### src/rtl/pixgain_nch_if.sv
`default_nettype none
// ============================================================================
// Module   : pixgain_nch_if
// Purpose  : Beat, gain and frame-statistics signal bundle for pixgain_nch.
// Revision : 1.0  initial release
// ============================================================================
interface pixgain_nch_if #(
  parameter int NCH    = 10,
  parameter int DW_IN  = 10,
  parameter int DW_OUT = 8,
  parameter int GAINW  = 2,
  parameter int CNTW   = 20
);
  logic                    i_fs;
  logic [GAINW-1:0]        i_gain;
  logic                    i_din_vld;
  logic [NCH*DW_IN-1:0]    i_din;
  logic                    o_dout_vld;
  logic [NCH*DW_OUT-1:0]   o_dout;
  logic [GAINW-1:0]        o_gain_act;
  logic                    o_stat_vld;
  logic [CNTW-1:0]         o_sat_cnt;
  logic [DW_IN-1:0]        o_peak;

  modport master (
    output i_fs, i_gain, i_din_vld, i_din,
    input  o_dout_vld, o_dout, o_gain_act, o_stat_vld, o_sat_cnt, o_peak
  );

  modport slave (
    input  i_fs, i_gain, i_din_vld, i_din,
    output o_dout_vld, o_dout, o_gain_act, o_stat_vld, o_sat_cnt, o_peak
  );
endinterface
`default_nettype wire

### src/rtl/pixgain_nch.sv
`default_nettype none
// ============================================================================
// Module   : pixgain_nch
// Purpose  : N-channel pixel gain/requantiser with frame-locked gain and
//            per-frame saturation count / peak statistics.
//            Optional macro PIXGAIN_ROUND_EN: round-half-up before the shift.
// Revision : 1.0  initial release
// ============================================================================
module pixgain_nch #(
  parameter int NCH    = 10,
  parameter int DW_IN  = 10,
  parameter int DW_OUT = 8,
  parameter int GAINW  = 2,
  parameter int CNTW   = 20
) (
  input  logic               clk,
  input  logic               rst_n,
  pixgain_nch_if.slave       bus
);

  localparam int               C_DIFF_I = DW_IN - DW_OUT;
  localparam int               C_NW     = $clog2(NCH + 1);
  localparam logic [GAINW-1:0] C_DIFF   = GAINW'(C_DIFF_I);
  localparam logic [DW_IN:0]   C_MAXOUT = {{(DW_IN + 1 - DW_OUT){1'b0}}, {DW_OUT{1'b1}}};

  // Gain selection: a gain presented with fs applies to the fs beat itself.
  logic [GAINW-1:0]        r_gain_act;
  logic [GAINW-1:0]        w_gain_eff;
  logic [GAINW-1:0]        w_g;

  assign w_gain_eff = bus.i_fs ? bus.i_gain : r_gain_act;
  assign w_g        = (w_gain_eff > C_DIFF) ? C_DIFF : w_gain_eff;

  logic                    r_s1_vld;
  logic [NCH*DW_IN-1:0]    r_s1_din;
  logic [GAINW-1:0]        r_s1_g;

  always_ff @(posedge clk or negedge rst_n) begin
    if (!rst_n) begin
      r_gain_act <= '0;
      r_s1_vld   <= 1'b0;
      r_s1_din   <= '0;
      r_s1_g     <= '0;
    end else begin
      if (bus.i_fs) begin
        r_gain_act <= bus.i_gain;
      end
      r_s1_vld <= bus.i_din_vld;
      if (bus.i_din_vld) begin
        r_s1_din <= bus.i_din;
        r_s1_g   <= w_g;
      end
    end
  end

  logic [GAINW-1:0]        w_s;
  logic [DW_IN-1:0]        w_x [NCH];
  logic [DW_OUT-1:0]       w_y [NCH];
  logic [NCH-1:0]          w_sat;

  assign w_s = C_DIFF - r_s1_g;

  for (genvar k = 0; k < NCH; k++) begin : g_ch
    logic [DW_IN:0] w_ext;
    logic [DW_IN:0] w_sh;

    assign w_x[k] = r_s1_din[k*DW_IN +: DW_IN];
`ifdef PIXGAIN_ROUND_EN
    // Extra MSB keeps the rounding carry so it can force saturation.
    logic [DW_IN:0] w_half;
    assign w_half = (w_s == '0) ? '0
                  : ({{DW_IN{1'b0}}, 1'b1} << (w_s - {{(GAINW-1){1'b0}}, 1'b1}));
    assign w_ext  = {1'b0, w_x[k]} + w_half;
`else
    assign w_ext  = {1'b0, w_x[k]};
`endif
    assign w_sh     = w_ext >> w_s;
    assign w_sat[k] = (w_sh > C_MAXOUT);
    assign w_y[k]   = w_sat[k] ? {DW_OUT{1'b1}} : w_sh[DW_OUT-1:0];
  end

  logic [C_NW-1:0]         w_satn;
  logic [DW_IN-1:0]        w_bmax;
  logic [NCH*DW_OUT-1:0]   w_y_pk;

  always_comb begin
    w_satn = '0;
    w_bmax = '0;
    w_y_pk = '0;
    for (int k = 0; k < NCH; k++) begin
      w_satn = w_satn + C_NW'(w_sat[k]);
      if (w_x[k] > w_bmax) begin
        w_bmax = w_x[k];
      end
      w_y_pk[k*DW_OUT +: DW_OUT] = w_y[k];
    end
  end

  // Statistics are taken from stage1, so a beat counts in the frame it was accepted in.
  logic [CNTW-1:0]         r_run_cnt;
  logic [DW_IN-1:0]        r_run_pk;
  logic [C_NW-1:0]         w_add;
  logic [DW_IN-1:0]        w_bpk;
  logic [CNTW:0]           w_sum;
  logic [CNTW-1:0]         w_cnt_next;
  logic [DW_IN-1:0]        w_pk_next;

  assign w_add      = r_s1_vld ? w_satn : '0;
  assign w_bpk      = r_s1_vld ? w_bmax : '0;
  assign w_sum      = {1'b0, r_run_cnt} + (CNTW+1)'(w_add);
  assign w_cnt_next = w_sum[CNTW] ? {CNTW{1'b1}} : w_sum[CNTW-1:0];
  assign w_pk_next  = (w_bpk > r_run_pk) ? w_bpk : r_run_pk;

  logic                    r_stat_vld;
  logic [CNTW-1:0]         r_sat_cnt;
  logic [DW_IN-1:0]        r_peak;

  always_ff @(posedge clk or negedge rst_n) begin
    if (!rst_n) begin
      r_run_cnt  <= '0;
      r_run_pk   <= '0;
      r_stat_vld <= 1'b0;
      r_sat_cnt  <= '0;
      r_peak     <= '0;
    end else if (bus.i_fs) begin
      r_sat_cnt  <= w_cnt_next;
      r_peak     <= w_pk_next;
      r_stat_vld <= 1'b1;
      r_run_cnt  <= '0;
      r_run_pk   <= '0;
    end else begin
      r_stat_vld <= 1'b0;
      r_run_cnt  <= w_cnt_next;
      r_run_pk   <= w_pk_next;
    end
  end

  logic                    r_dout_vld;
  logic [NCH*DW_OUT-1:0]   r_dout;

  always_ff @(posedge clk or negedge rst_n) begin
    if (!rst_n) begin
      r_dout_vld <= 1'b0;
      r_dout     <= '0;
    end else begin
      r_dout_vld <= r_s1_vld;
      if (r_s1_vld) begin
        r_dout <= w_y_pk;
      end
    end
  end

  assign bus.o_dout_vld = r_dout_vld;
  assign bus.o_dout     = r_dout;
  assign bus.o_gain_act = r_gain_act;
  assign bus.o_stat_vld = r_stat_vld;
  assign bus.o_sat_cnt  = r_sat_cnt;
  assign bus.o_peak     = r_peak;

endmodule
`default_nettype wire
### src/flat_wrapper.sv
// flat-port wrapper written by rule: the top's interface ports become plain ports
module pixgain_nch_flat 
#(
  parameter int NCH    = 10,
  parameter int DW_IN  = 10,
  parameter int DW_OUT = 8,
  parameter int GAINW  = 2,
  parameter int CNTW   = 20
)
  (clk, rst_n, bus_i_fs, bus_i_gain, bus_i_din_vld, bus_i_din, bus_o_dout_vld, bus_o_dout, bus_o_gain_act, bus_o_stat_vld, bus_o_sat_cnt, bus_o_peak);
  pixgain_nch_if #(.NCH(NCH), .DW_IN(DW_IN), .DW_OUT(DW_OUT), .GAINW(GAINW), .CNTW(CNTW)) bus_i ();
  input  logic clk;
  input  logic rst_n;
  input wire logic [$bits(bus_i.i_fs)-1:0] bus_i_fs;
  input wire logic [$bits(bus_i.i_gain)-1:0] bus_i_gain;
  input wire logic [$bits(bus_i.i_din_vld)-1:0] bus_i_din_vld;
  input wire logic [$bits(bus_i.i_din)-1:0] bus_i_din;
  output wire logic [$bits(bus_i.o_dout_vld)-1:0] bus_o_dout_vld;
  output wire logic [$bits(bus_i.o_dout)-1:0] bus_o_dout;
  output wire logic [$bits(bus_i.o_gain_act)-1:0] bus_o_gain_act;
  output wire logic [$bits(bus_i.o_stat_vld)-1:0] bus_o_stat_vld;
  output wire logic [$bits(bus_i.o_sat_cnt)-1:0] bus_o_sat_cnt;
  output wire logic [$bits(bus_i.o_peak)-1:0] bus_o_peak;
  assign bus_i.i_fs = bus_i_fs;
  assign bus_i.i_gain = bus_i_gain;
  assign bus_i.i_din_vld = bus_i_din_vld;
  assign bus_i.i_din = bus_i_din;
  assign bus_o_dout_vld = bus_i.o_dout_vld;
  assign bus_o_dout = bus_i.o_dout;
  assign bus_o_gain_act = bus_i.o_gain_act;
  assign bus_o_stat_vld = bus_i.o_stat_vld;
  assign bus_o_sat_cnt = bus_i.o_sat_cnt;
  assign bus_o_peak = bus_i.o_peak;
  pixgain_nch #(.NCH(NCH), .DW_IN(DW_IN), .DW_OUT(DW_OUT), .GAINW(GAINW), .CNTW(CNTW)) u_core (.clk(clk), .rst_n(rst_n), .bus(bus_i));
endmodule
### config.mk
export PLATFORM = sky130hd
export DESIGN_NAME = pixgain_nch_flat
export DESIGN_NICKNAME = d
export VERILOG_FILES = /design/src/rtl/pixgain_nch_if.sv /design/src/rtl/pixgain_nch.sv /design/src/flat_wrapper.sv
export SDC_FILE = /design/constraint.sdc
export NUM_CORES = 1
export LEC_CHECK = 0
export CAP_MARGIN = 5
export CORE_ASPECT_RATIO = 1.2
export CORE_MARGIN = 2
export CORE_UTILIZATION = 49
export DETAILED_ROUTE_END_ITERATION = 8
export GPL_TIMING_DRIVEN = 0
export PLACE_DENSITY_LB_ADDON = 0.1
export SETUP_SLACK_MARGIN = 0.15
export SLEW_MARGIN = 0
export SYNTH_ARGS = -nofsm -noshare
export SYNTH_HDL_FRONTEND = slang
export SYNTH_SLANG_ARGS = --single-unit
### constraint.sdc
create_clock -name clk -period 36.7 [get_ports clk]
set_input_delay 3.67 -clock clk [delete_from_list [all_inputs] [get_ports clk]]
set_output_delay 3.67 -clock clk [all_outputs]
set_load 0.02 [all_outputs]
Word level (Yosys, flattened, before mapping)
Cells that the tools add are included.
{"block": "classes", "add_sub_neg": 11, "n_lt_le_gt_ge": 22, "shifts": 10, "muxes": 29}
{"operator": "10-bit 2-to-1 mux", "count": 13}
{"operator": "11-bit by 8-bit greater-than comparator with 1-bit output, second input constant", "count": 10}
{"operator": "10-bit by 2-bit >> shifter with 11-bit output", "count": 10}
{"operator": "10-bit greater-than comparator", "count": 10}
{"operator": "8-bit 2-to-1 mux", "count": 10}
{"operator": "20-bit 2-to-1 mux", "count": 2}
{"operator": "4-bit by 1-bit adder with 4-bit output", "count": 8}
{"operator": "20-bit by 4-bit adder with 21-bit output", "count": 1}
{"operator": "10-bit by 1-bit greater-than comparator with 1-bit output, second input constant", "count": 1}
{"operator": "2-bit 2-to-1 mux", "count": 2}
{"operator": "4-bit 2-to-1 mux", "count": 1}
{"operator": "1-bit by 1-bit adder with 2-bit output", "count": 1}
{"operator": "2-bit greater-than comparator, second input constant", "count": 1}
{"operator": "2-bit subtractor, first input constant", "count": 1}
{"operator": "1-bit 2-to-1 mux", "count": 1}
{"block": "word_totals", "regBits": 247, "elab_cells": 83}

Longest topological paths before layout
{"block": "depth", "depth_word": 24, "ltp_mapped": 117}

Least setup slack after synthesis
OpenSTA, ideal clock, no wires.
{"block": "synth_timing", "path_kind": "flip-flop to flip-flop", "startpoint": "register u_core.r_s1_din[8]", "endpoint": "register u_core.r_run_pk[0]", "setup_time_ns": 0.086, "arrival_ns": 19.405, "slack_ns": 17.209, "stages_incl_launch_ff": 114, "n_path_buf": 11, "period_less_slack_ns": 19.491, "cell_sequence": "dfrtp_1 inv_1 ha_1 nand4_1 a211oi_2 nor3_1 nor2_1 mux2i_2 ha_1 a21oi_1 o311ai_0 o211ai_1 mux2i_1 o21a_1 a311o_1 o21ai_1 clkbuf_1 nor2_1 [78 not listed] o21ai_0 ha_1 nor2b_1 o21a_1 o21a_1 o21ai_0 nand2b_1 a21oi_1 nor2b_1 o21ai_0 nand2b_1 a21oi_1 nor2b_1 o32a_1 clkbuf_1 nand2_1 a21oi_1 nor3_1"}
{"block": "synth_between", "elab_chain_len": 24}
{"element": "start, declared", "line": "pixgain_nch.sv:35", "rtl": "logic [NCH*DW_IN-1:0] r_s1_din;"}
{"element": "start signal, assigned", "line": "pixgain_nch.sv:50", "rtl": "r_s1_din <= bus.i_din;"}
{"element": "10-bit by 1-bit greater-than comparator with 1-bit output", "line": "pixgain_nch.sv:92", "rtl": "if (w_x[k] > w_bmax) begin"}
{"element": "10-bit 2-to-1 mux (*)", "line": "pixgain_nch.sv:92"}
{"element": "10-bit greater-than comparator", "line": "pixgain_nch.sv:92"}
{"element": "10-bit 2-to-1 mux (*)", "line": "pixgain_nch.sv:92"}
{"element": "10-bit greater-than comparator", "line": "pixgain_nch.sv:92"}
{"element": "10-bit 2-to-1 mux (*)", "line": "pixgain_nch.sv:92"}
{"element": "10-bit greater-than comparator", "line": "pixgain_nch.sv:92"}
{"element": "10-bit 2-to-1 mux (*)", "line": "pixgain_nch.sv:92"}
{"element": "[8 not listed]"}
{"element": "10-bit greater-than comparator", "line": "pixgain_nch.sv:92"}
{"element": "10-bit 2-to-1 mux (*)", "line": "pixgain_nch.sv:92"}
{"element": "10-bit greater-than comparator", "line": "pixgain_nch.sv:92"}
{"element": "10-bit 2-to-1 mux (*)", "line": "pixgain_nch.sv:92"}
{"element": "10-bit 2-to-1 mux (*)", "line": "pixgain_nch.sv:109", "rtl": "assign w_bpk = r_s1_vld ? w_bmax : '0;"}
{"element": "10-bit greater-than comparator", "line": "pixgain_nch.sv:112", "rtl": "assign w_pk_next = (w_bpk > r_run_pk) ? w_bpk : r_run_pk;"}
{"element": "10-bit 2-to-1 mux (*)", "line": "pixgain_nch.sv:112"}
{"element": "10-bit 2-to-1 mux (*)", "line": "pixgain_nch.sv:125", "rtl": "end else if (bus.i_fs) begin"}
{"element": "end signal, assigned", "line": "pixgain_nch.sv:134", "rtl": "r_run_pk <= w_pk_next;"}
{"element": "end, declared", "line": "pixgain_nch.sv:101", "rtl": "logic [DW_IN-1:0] r_run_pk;"}
Every way passes the cells marked *; elsewhere a longest branch is shown, timed or not.
A chain may end at the register's enable or synchronous reset.

Final worst setup path
{"block": "layout_timing", "startpoint": "register u_core.r_s1_din[9]", "endpoint": "register u_core.r_run_pk[6]"}
The elaborated chain is that of the path after synthesis.

==> impl_metrics.toml <==
[grt]
track_usage_pct = 31.8
grt_use_met2_pct = 52.7
busiest_layer = "met2"
grt_pass1_wl_um = 83900
antenna_found_initial = 0
grt_max_degree = 102
grt_overflow = 0
grtUsageMet3_pct = 3.66
grt_use_met1_pct = 42.5
grt_pass1_vias = 14599

[critical_path]
cp_common_cell = "a21oi_1"
cp.arrival_ps = 24840
worst_path_largest_cell_delay_ps = 520
crit_type = "reg -> reg"
start_kind = "register"
rrSetupSlack_ps = 12340
cp-end-kind = "register"
cp_slowest_cell = "mux2i_2"
critPathRequiredTime_ps = 37180
reg2regPathDepth = 112
crit_fanout = 10

[drt]
vias_per_cell = 5.96
postRouteWirelength_um = 53900
wl_per_cell_um = 22.1
antenna_left = 0
first_pass_iters = 5
drc_errors = 0
vias = 14545
drt_iter0_drc = 1396

[clock_tree]
numCtsBuffers = 29
cts_buffer_depth = 3
cts_tree = "built"
clock_latency_ps = 580
cts_setup_buffers = 0
cts-root-buf = "clkbuf_16"
ctsResizeCount = 0
h-tree-depth = 1
holdBufCountCts = 0
path_clk_slew_ps = 70
cts_sinks = 247

[final_layout]
syn_to_final_growth_pct = 23.4
drive_above_1_share_pct = 10.5
num_antenna_cells = 0
final_util_pct = 61.4
nNetsFinal = 2224
final_area_mm2 = 0.0198

[timing]
rsz0062_at_grt = "false"
setup_viol = 0
setup_tns_ps = 0
clock.fmax_ghz = 0.0410
slew_viol_final = 0
hold_viol = 0
relSlewSlack_pct = 24.5
tightest_slew_ps = 1130
fin_crit_sh_pct = 66.4
fin_crit_ps = 24360
skew_ps = 13.7

[yosys]
synthArstFlopShare_pct = 100
synthTopCellsByArea = "dfrtp_1, ha_1, nor2_1"
yosysUniqueCellTypes = 81
yosysMostFrequentCell = "nor2_1"
netlist_area_mm2 = 0.0160
synth_edf_count = 0
synth_top_cell_by_area = "dfrtp_1"
synth_common_cells = "nor2_1, dfrtp_1, nand2_1"
synth_nets = 1972
synth.avg_cell_area_um2 = 9.11
syn_inst = 1761
ys_warn_count = 0
yosys_register_bits = 247
synth.top_cell.area_share_pct = 38.5
synth_ff_type = "dfrtp_1"
ys_seq_area_share_pct = 38.5

[die]
floorplan.initialDensity_pct = 49.8
fp.dieW_um = 169
core_mm2 = 0.0323
die_area_mm2 = 0.0342
ios = 220
die_y_um = 202
fp-row-count = 72

[job]
cap_violations = 0

[place]
hpwl_um = 41300
placed_cell_area_mm2 = 0.0188
port_buffers = 219
gp_congestion = 0.947

[outcome]
run_status = "finished clean"

[worst_hold_path]
hold-path-cell-count = 0
hp-class = "reg -> reg"
==> final cells by class <==
type	count	area (µm²)
flip-flops and latches	247	6180
plain buffers	101	383
clock buffers	41	851
inverters	131	492
fillers	2817	12400
clock inverters	12	150
repair buffers	221	2250
well taps	407	509
multi-input cells	1282	8990
==> worst paths after layout <==
check | startpoint | end
max | u_core.r_s1_din[9]$_DFFE_PN0P_ | u_core.r_run_pk[6]$_DFF_PN0_
max reg2reg | u_core.r_s1_din[9]$_DFFE_PN0P_ | u_core.r_run_pk[6]$_DFF_PN0_
min | u_core.r_s1_vld$_DFF_PN0_ | u_core.bus.o_dout_vld$_DFF_PN0_
min reg2reg | u_core.r_s1_vld$_DFF_PN0_ | u_core.bus.o_dout_vld$_DFF_PN0_
max in group asynchronous | rst_n | u_core.bus.o_dout[40]$_DFFE_PN0P_
min in group asynchronous | rst_n | u_core.r_run_cnt[12]$_DFF_PN0_
==> cells by family after synthesis <==
group | synth area share (%)
muxes | 14.0
xor gates and xnor gates | 1.26
and+or+nand+nor | 15.1
buffers and inverters | 5.45
adders and majority gates | 8.64
DFF | 38.5
AOI/OAI and AO/OA | 17.1
==> layout by cell type, fill, tap and decap left out, types with 21 or more instances in the layout <==
master           count
a21oi_1            125
clkbuf_1            93
clkbuf_16           29
clkdlybuf4s50_1    218
dfrtp_1            247
ha_1                98
inv_1              130
mux2_2              89
mux2i_1             24
mux4_2              42
nand2_1            134
nand3_1             21
nor2_1             268
nor3_1              44
o211ai_1            33
o21a_1              22
o21ai_0            131
o22ai_1             25
==> worst max-delay path, delay by kind of cell, from the launching register on <==
kind	cells	cell delay, ps
AO/OA/AOI/OAI	42	8280
adder cells (fa/ha/maj)	12	3610
buffers and inverters	17	4370
flip-flops	1	440
multiplexers	6	2080
AND/OR/NAND/NOR	35	5500
==> registers in the layout, summed over array words and instances (netlist names) <==
signal / count
u_core.bus.o_dout: 80
u_core.bus.o_dout_vld: 1
u_core.bus.o_gain_act: 2
u_core.bus.o_peak: 10
u_core.bus.o_sat_cnt: 20
u_core.bus.o_stat_vld: 1
u_core.r_run_cnt: 20
u_core.r_run_pk: 10
u_core.r_s1_din: 100
u_core.r_s1_g: 2
u_core.r_s1_vld: 1
==> per-layer routing <==
metal,vias up,wire length (µm)
li1,6730,-
met1,7093,22300
met2,609,25900
met3,113,3600
met4,0,2080
met5,-,0
==> per-stage QoR <==
step	hold WS (ps)	instances	setup slack [ps]
CTS	381	2442	12700
detailed placement	369	2389	12760
global placement	363	2387	13040
floorplan	352	1761	17210
global route	403	2442	10410
finish	384	2442	12340
Power is left out: the tool's default activity adds up to more than one toggle a clock period on the data nets, which glitch-free logic cannot reach.
